**src/rtl/chain_splitter_seq.sv**
```systemverilog
// Dispense-direction sequencer: one inlet stream split over N_STAGES outlets,
// one at a time. Optional per-stage skip via `CHAIN_SPLITTER_SKIP_MASK_EN.
module chain_splitter_seq #(
    parameter int N_STAGES   = 96,
    parameter int SETTLE_CYC = 4,
    parameter int VOL_W      = 16
) (
    input  logic                clk,
    input  logic                rst,
    input  logic                start,
    input  logic                abort,
    input  logic [VOL_W-1:0]    vol,
`ifdef CHAIN_SPLITTER_SKIP_MASK_EN
    input  logic [N_STAGES-1:0] skip_mask,
`endif
    output logic                busy,
    output logic                done,
    output logic                err,
    output logic                valve_in,
    output logic [N_STAGES-1:0] valve_out,
    output logic [6:0]          stage_idx
);

    localparam int SET_W = $clog2(SETTLE_CYC + 1);
    localparam int CNT_W = (VOL_W > SET_W) ? VOL_W : SET_W;
    localparam logic [CNT_W-1:0] SETTLE_LAST = CNT_W'(SETTLE_CYC - 1);

    typedef enum logic [2:0] {
        S_IDLE,
        S_PRIME,
        S_FILL,
        S_SETTLE,
        S_DONE
    } state_t;

    state_t              state, state_d;
    logic [CNT_W-1:0]    cnt, cnt_d;
    logic [6:0]          idx, idx_d;
    logic [VOL_W-1:0]    vol_q;
    logic [N_STAGES-1:0] skip_q;
    logic                err_q;
    logic                accept, reject, all_masked;
    logic [CNT_W-1:0]    fill_last;
    logic [6:0]          first_idx, next_idx;
    logic                next_ok;

`ifdef CHAIN_SPLITTER_SKIP_MASK_EN
    assign all_masked = &skip_mask;

    always_ff @(posedge clk) begin
        if (rst)
            skip_q <= '0;
        else if (accept)
            skip_q <= skip_mask;
    end
`else
    assign all_masked = 1'b0;
    assign skip_q     = '0;
`endif

    assign reject    = (state == S_IDLE) && start && ((vol == '0) || all_masked);
    assign accept    = (state == S_IDLE) && start && !reject;
    assign fill_last = CNT_W'(vol_q - VOL_W'(1));

    // Priority search: iterating downwards lets the lowest qualifying stage win.
    always_comb begin
        first_idx = '0;
        next_idx  = '0;
        next_ok   = 1'b0;
        for (int i = N_STAGES - 1; i >= 0; i--) begin
            if (!skip_q[i]) begin
                first_idx = 7'(i);
                if (7'(i) > idx) begin
                    next_ok  = 1'b1;
                    next_idx = 7'(i);
                end
            end
        end
    end

    always_comb begin
        // NOTE: every output of this block gets a default first, so no path can infer a latch.
        state_d = state;
        cnt_d   = cnt;
        idx_d   = idx;

        unique case (state)
            S_IDLE: begin
                cnt_d = '0;
                idx_d = '0;
                if (accept)
                    state_d = S_PRIME;
            end
            S_PRIME: begin
                if (cnt == SETTLE_LAST) begin
                    state_d = S_FILL;
                    cnt_d   = '0;
                    idx_d   = first_idx;
                end else begin
                    cnt_d = cnt + CNT_W'(1);
                end
            end
            S_FILL: begin
                if (cnt == fill_last) begin
                    state_d = S_SETTLE;
                    cnt_d   = '0;
                end else begin
                    cnt_d = cnt + CNT_W'(1);
                end
            end
            S_SETTLE: begin
                if (cnt == SETTLE_LAST) begin
                    cnt_d = '0;
                    if (next_ok) begin
                        state_d = S_FILL;
                        idx_d   = next_idx;
                    end else begin
                        state_d = S_DONE;
                    end
                end else begin
                    cnt_d = cnt + CNT_W'(1);
                end
            end
            S_DONE: begin
                state_d = S_IDLE;
                idx_d   = '0;
            end
            default: state_d = S_IDLE;
        endcase

        // Abort overrides any counter completion decided above.
        if (abort && state != S_IDLE) begin
            state_d = S_IDLE;
            cnt_d   = '0;
            idx_d   = '0;
        end
    end

    // NOTE: sequential state uses non-blocking assignments so all registers update together.
    always_ff @(posedge clk) begin
        if (rst) begin
            state <= S_IDLE;
            cnt   <= '0;
            idx   <= '0;
            vol_q <= '0;
            err_q <= 1'b0;
        end else begin
            state <= state_d;
            cnt   <= cnt_d;
            idx   <= idx_d;
            err_q <= reject;
            if (accept)
                vol_q <= vol;
        end
    end

    assign busy      = (state != S_IDLE);
    assign done      = (state == S_DONE);
    assign err       = err_q;
    assign valve_in  = (state == S_PRIME) || (state == S_FILL);
    assign valve_out = (state == S_FILL) ? (N_STAGES'(1) << idx) : '0;
    assign stage_idx = idx;

endmodule

```
**config.mk**
```make
export PLATFORM = sky130hd
export DESIGN_NAME = chain_splitter_seq
export DESIGN_NICKNAME = d
export VERILOG_FILES = /design/src/rtl/chain_splitter_seq.sv
export SDC_FILE = /design/constraint.sdc
export NUM_CORES = 1
export LEC_CHECK = 0
export BUFFER_PORTS_ARGS = -buffer_cell sky130_fd_sc_hd__buf_2
export CORE_MARGIN = 4
export CORE_UTILIZATION = 29
export CTS_BUF_LIST = sky130_fd_sc_hd__clkbuf_16
export CTS_CLUSTER_DIAMETER = 50
export DETAILED_ROUTE_END_ITERATION = 7
export GPL_TIMING_DRIVEN = 1
export PLACE_DENSITY = 0.61
export SYNTH_ARGS = -nofsm -noshare
export SYNTH_HDL_FRONTEND = slang
export SYNTH_SLANG_ARGS = --single-unit
```
**constraint.sdc**
```tcl
create_clock -name clk -period 3.6 [get_ports clk]
set_clock_uncertainty 0.2 [all_clocks]
set_input_delay 0.18 -clock clk [delete_from_list [all_inputs] [get_ports clk]]
set_output_delay 0.18 -clock clk [all_outputs]
set_load 0.02 [all_outputs]
```
==> results.sh, run 1 <==
export IMPL_synth_edff_count=0
export IMPL_max_freq_ghz=0.3228
export IMPL_cts_sinks=43
export IMPL_drt_wl_total_mm=12.32
export IMPL_slew_headroom=0.4254
export IMPL_diodes=0
export IMPL_worstSkewPairLatency_ps=280
export IMPL_initial_core_util=0.3012
export IMPL_post_route_min_period_ps=3098
export IMPL_holdCritStartpoint="rst"
export IMPL_postPlaceCellArea_mm2=0.004447
export IMPL_hold_viol_final=0
export IMPL_reg2reg_setup_slack_ps=500
export IMPL_hold_path_class="input port to flip-flop"
export IMPL_dr_pass1_iters=5
export IMPL_ctsResizeCount=0
export IMPL_cp_arrival_ps=3080
export IMPL_muxShareOfSynthArea=0.04336
export IMPL_cts_tree="done"
export IMPL_status="complete, no violations"
export IMPL_synthToLayoutAreaGrowth_pct=29.30
export IMPL_dieWidth_um=120.9
export IMPL_die_area_mm2=0.01461
export IMPL_synth_seq_area_share=0.2331
export IMPL_finalSetupTns_ps=0
export IMPL_synth_ff_type="dfxtp_1"
export IMPL_grt_max_degree=27
export IMPL_post_route_period_util=0.8606
export IMPL_synth_compound_area_frac=0.1690
export IMPL_reg2reg_depth=8
export IMPL_via_count=4333
export IMPL_vias_per_cell=5.116
export IMPL_io_buffers=126
export IMPL_final_cell_mix="nor2_1 (149), buf_2 (126), nand2_1 (51), dfxtp_1 (43), o21ai_0 (27)"
export IMPL_holdPathStages=2
export IMPL_place_congestion=0.9081
export IMPL_grt_pass1_vias=3927
export IMPL_critPathMaxFanout=26
export IMPL_core_mm2=0.01226
export IMPL_io_pins=127
export IMPL_grt_pass1_wl_mm=19.92
export IMPL_yosys_area_share_xor_xnor=0.07114
export IMPL_ant_nets=0
export IMPL_synthAdderAreaFrac=0.006775
export IMPL_nets=701
export IMPL_path_class="flip-flop to flip-flop"
export IMPL_grt_setup_unrepaired="false"
export IMPL_drtIter0Drc=368
export IMPL_worst_slew_pin_transition_ps=860.7
export IMPL_vdd_drop_max_mv=0.2435
export IMPL_design_area_mm2=0.004776
export IMPL_clk_pin_slew_ps=60
export IMPL_htree_levels=2
export IMPL_whs_ps=77.07
export IMPL_synth_top_family_by_area="simple AND/OR/NAND/NOR gates"
export IMPL_reg2reg_from="stage_idx[2]"
export IMPL_r2r_end="stage_idx[0]"
export IMPL_grt_total_usage=0.1624
export IMPL_syn_nets=578
export IMPL_pwr_density_cell_mw_per_mm2=258.7
export IMPL_synth_warnings=0
export IMPL_overflow=0
export IMPL_critPathLaunchType="flip-flop"
export IMPL_holdPathEnd="vol_q[3]"
export IMPL_drive_above_1_share=0.2415
export IMPL_netlist_area_mm2=0.003694
export IMPL_synth_seq_cells=43
export IMPL_synth_simple_gate_area_frac=0.4143
export IMPL_wl_per_cell_um=14.55
export IMPL_netlist_instances=556
export IMPL_cp_required_ps=3580
export IMPL_post_cts_buffers=0
export IMPL_finalSetupViolCount=0
export IMPL_cts_inserted_buffers=5
export IMPL_rows=40
export IMPL_cts_root_buf="clkbuf_16"
export IMPL_drc_errors=0
export IMPL_drv_cap=0
export IMPL_antenna_found_initial=0
export IMPL_synth_avg_cell_area_um2=6.643
export IMPL_cts_max_path_buffers=2
export IMPL_dp_hpwl_mm=9.165
export IMPL_ctsHoldBuffers=17
export IMPL_cp_end_kind="flip-flop"
export IMPL_postSynth_asyncResetShare=0
export IMPL_layout_commonest_cell="nor2_1"
export IMPL_leakagePower_nw=2.057
export IMPL_drv_slew=0
export IMPL_die_h_um=120.9
export IMPL_fillCellCount=1324
export IMPL_ys_types=71
==> cells by family after synthesis <==
family | count (synthesis)
compound gates | 91
xor+xnor | 30
fa+ha+maj | 2
buf+inv | 51
flops | 43
mux | 16
simple gates | 323
==> metal layers <==
layer	up-vias	GRT usage	wire, um
met5	-	0	0
met4	0	0.04391	221
met3	20	0.02145	715
met2	162	0.2841	5968
met1	1968	0.2090	5417
li1	2183	-	-
==> through the flow <==
step / util / power [mW] / worst slack (ps) / instances
2_1_floorplan: - / 0.6837 / 778.0 / 556
3_3_place_gp: 0.3627 / 0.7331 / 532.1 / 823
3_5_place_dp: 0.3627 / 0.7335 / 509.0 / 823
4_1_cts: 0.3895 / 1.245 / 496.1 / 847
5_1_grt: 0.3895 / 1.298 / 304.0 / 847
6_report: 0.3895 / 1.235 / 501.8 / 847
==> worst max-delay path, stage by stage (launching register included) <==
cell and delay (ps):
dfxtp_1 880, nor2_1 240, nand2_1 250, nand2_1 90, a221oi_1 250, nor2_1 80, o211a_1 210, or4b_1 500
a221oi_1 300
==> synth_stat cells (3+ instances only) <==
cell type	instances	area (um2)
and3_1	4	25.02
nand3_1	22	110.1
a21o_1	4	30.03
nor2b_1	9	56.30
nand2_1	51	191.4
nor4_1	12	75.07
nor3b_1	4	30.03
o22ai_1	5	31.28
nand4_1	11	68.82
or2_2	4	25.02
xnor2_1	14	122.6
mux2i_1	16	160.2
nor2_1	149	559.3
xor2_1	16	140.1
nand2b_1	5	31.28
a21oi_1	18	90.09
inv_1	9	33.78
and2_1	5	31.28
o21ai_0	27	135.1
clkbuf_1	33	123.9
a31oi_1	5	31.28
or3_1	4	25.02
dfxtp_1	43	860.8
nor3_1	21	105.1
buf_6	4	45.04
a221oi_1	3	26.28
nand3b_1	4	30.03
==> layout make-up <==
cell class | count | area (um2) | share of cell area
inverter | 10 | 37.54 | 0.007860
clock buffer | 5 | 125.1 | 0.02620
tap | 168 | 210.2 | 0.04401
sequential | 43 | 860.8 | 0.1802
multi-input combinational | 462 | 2603 | 0.5449
timing repair buffer | 157 | 905.9 | 0.1897
clock inverter | 2 | 33.78 | 0.007074
==> how the worst max path moves through the flow <==
stage | start | depth (start not counted) | slack (ps) | to
after CTS | vol_q[0] | 9 | 500 | cnt[11]
after detailed placement | vol_q[0] | 9 | 510 | cnt[11]
final | stage_idx[2] | 8 | 500 | stage_idx[0]
after floorplan | vol_q[0] | 11 | 780 | cnt[10]
after global routing | stage_idx[2] | 8 | 300 | stage_idx[0]
after global placement | vol_q[0] | 9 | 530 | cnt[5]
==> flip-flops by register name, indices dropped and copies added, names as in the netlist <==
name       count
stage_idx      7
err            1
vol_q         16
cnt           16
state          3
==> power breakdown <==
group / total [mW] / internal, mW / switching, mW
Sequential: 0.521 / 0.491 / 0.0293
Clock: 0.496 / 0.321 / 0.175
Combinational: 0.219 / 0.104 / 0.115
(Power assumes the default switching activity.)
==> run 2: changes to the inputs <==
PLACE_DENSITY = 0.54   (was 0.61)
RECOVER_POWER = 100   (was not set)
==> results.sh, run 2 (same netlist as run 1, synthesis figures left out) <==
export IMPL_path_class="flip-flop to flip-flop"
export IMPL_pwr_density_cell_mw_per_mm2=284.5
export IMPL_cts_tree="done"
export IMPL_regArea_um2=860.8
export IMPL_max_freq_ghz=0.3136
export IMPL_ant_nets=0
export IMPL_finalSetupTns_ps=0
export IMPL_cp_required_ps=3550
export IMPL_place_ws_ps=466.5
export IMPL_vias_per_cell=5.220
export IMPL_grt_pass1_wl_mm=21.29
export IMPL_nets=700
export IMPL_initial_core_util=0.3012
export IMPL_critPathMaxFanout=13
export IMPL_diodes=0
export IMPL_total_power_mw=1.323
export IMPL_grt_setup_unrepaired="false"
export IMPL_final_cell_mix="nor2_1 (149), clkbuf_1 (109), nand2_1 (51), dfxtp_1 (43), o21ai_0 (27)"
export IMPL_cts_max_path_buffers=2
export IMPL_layout_commonest_cell="nor2_1"
export IMPL_ctsResizeCount=0
export IMPL_via_count=4421
export IMPL_io_buffers=126
export IMPL_slew_headroom=0.1697
export IMPL_hold_path_class="input port to flip-flop"
export IMPL_drc_errors=0
export IMPL_cp_end_kind="flip-flop"
export IMPL_dr_pass1_iters=4
export IMPL_drv_cap=0
export IMPL_hold_viol_final=0
export IMPL_clk_pin_slew_ps=60
export IMPL_die_h_um=120.9
export IMPL_drv_slew=0
export IMPL_io_pins=127
export IMPL_fillCellCount=1388
export IMPL_finalSetupViolCount=0
export IMPL_placed_cells=822
export IMPL_layout_setup_ws_ps=411.6
export IMPL_critPathLaunchType="flip-flop"
export IMPL_dp_hpwl_mm=9.796
export IMPL_multiInputGateArea_mm2=0.002599
export IMPL_cp_arrival_ps=3140
export IMPL_rows=40
export IMPL_design_area_mm2=0.004652
export IMPL_place_congestion=0.8971
export IMPL_overflow=0
export IMPL_post_route_period_util=0.8857
export IMPL_stdcell_count=847
export IMPL_cts_root_buf="clkbuf_16"
export IMPL_status="complete, no violations"
export IMPL_die_area_mm2=0.01461
export IMPL_antenna_found_initial=0
export IMPL_grt_pass1_vias=4148
export IMPL_dieWidth_um=120.9
export IMPL_post_route_min_period_ps=3188
export IMPL_leakagePower_nw=1.584
export IMPL_drt_wl_total_mm=13.34
export IMPL_grt_total_usage=0.1735
export IMPL_wl_per_cell_um=15.75
export IMPL_htree_levels=2
export IMPL_worst_slew_pin_transition_ps=1245
export IMPL_synthToLayoutAreaGrowth_pct=25.95
export IMPL_vdd_drop_max_mv=0.2081
export IMPL_drtIter0Drc=358
export IMPL_postPlaceCellArea_mm2=0.004439
export IMPL_drive_above_1_share=0.08100
export IMPL_worstSkewPairLatency_ps=290
export IMPL_cts_sinks=43
export IMPL_cts_inserted_buffers=5
export IMPL_core_mm2=0.01226
export IMPL_grt_max_degree=27
run 2: cell count changes in the layout (fill, tap and decap cells not counted), sizes merged:
cell      before  now
buf          140   30
clkbuf         5  114
inv           10    9
bufinv         1    2
clkinvlp       0    1
run 2: repair_timing:
item / CTS / global route
hold buffers: 17 / 0
buffers inserted: 0 / 0
hold endpoints to repair: 17 / 0
run 2: routing by layer:
layer / wire, um / GRT usage
met1: 5884 / 0.2238
met2: 6802 / 0.3119
met3: 521 / 0.02005
met4: 129 / 0.03329
met5: 0 / 0
run 2: where the power goes:
group          switching [mW]  total (mW)  leakage, nW  internal [mW]
logic                   0.116       0.219         1.14          0.103
registers              0.0298       0.521        0.350          0.491
clock network           0.186       0.583       0.0900          0.397
run 2: area by class of cell:
type / count / share of cell area
multi-input cells: 462 / 0.5586
clock inverters: 3 / 0.01452
flip-flops and latches: 43 / 0.1850
well taps: 168 / 0.04519
inverters: 10 / 0.008069
repair buffers: 156 / 0.1616
clock buffers: 5 / 0.02690
run 2: worst paths after layout:
| kind | from | end | slack, ps | cells past startpoint |
|---|---|---|---|---|
| max reg2reg | vol_q[0] | cnt[11] | 410 | 9 |
| min reg2reg | vol_q[11] | vol_q[11] | 360 | 2 |
| max | vol_q[0] | cnt[11] | 410 | 9 |
| min | rst | vol_q[11] | 70 | 2 |
run 2: worst max-delay path, stage by stage (launching register included):
cell	delay, ps
dfxtp_1	350
inv_1	70
ha_1	310
nand2_1	90
or4_2	560
a2111oi_2	350
and4b_2	270
a21oi_1	130
o31ai_4	580
nor3_1	120
run 2: per-stage QoR:
step	util	hold slack [ps]
detailed placement	0.3620	219.9
global route	0.3794	78.66
floorplan	-	98.31
finish	0.3794	68.54
global placement	0.3620	215.4
CTS	0.3916	64.63
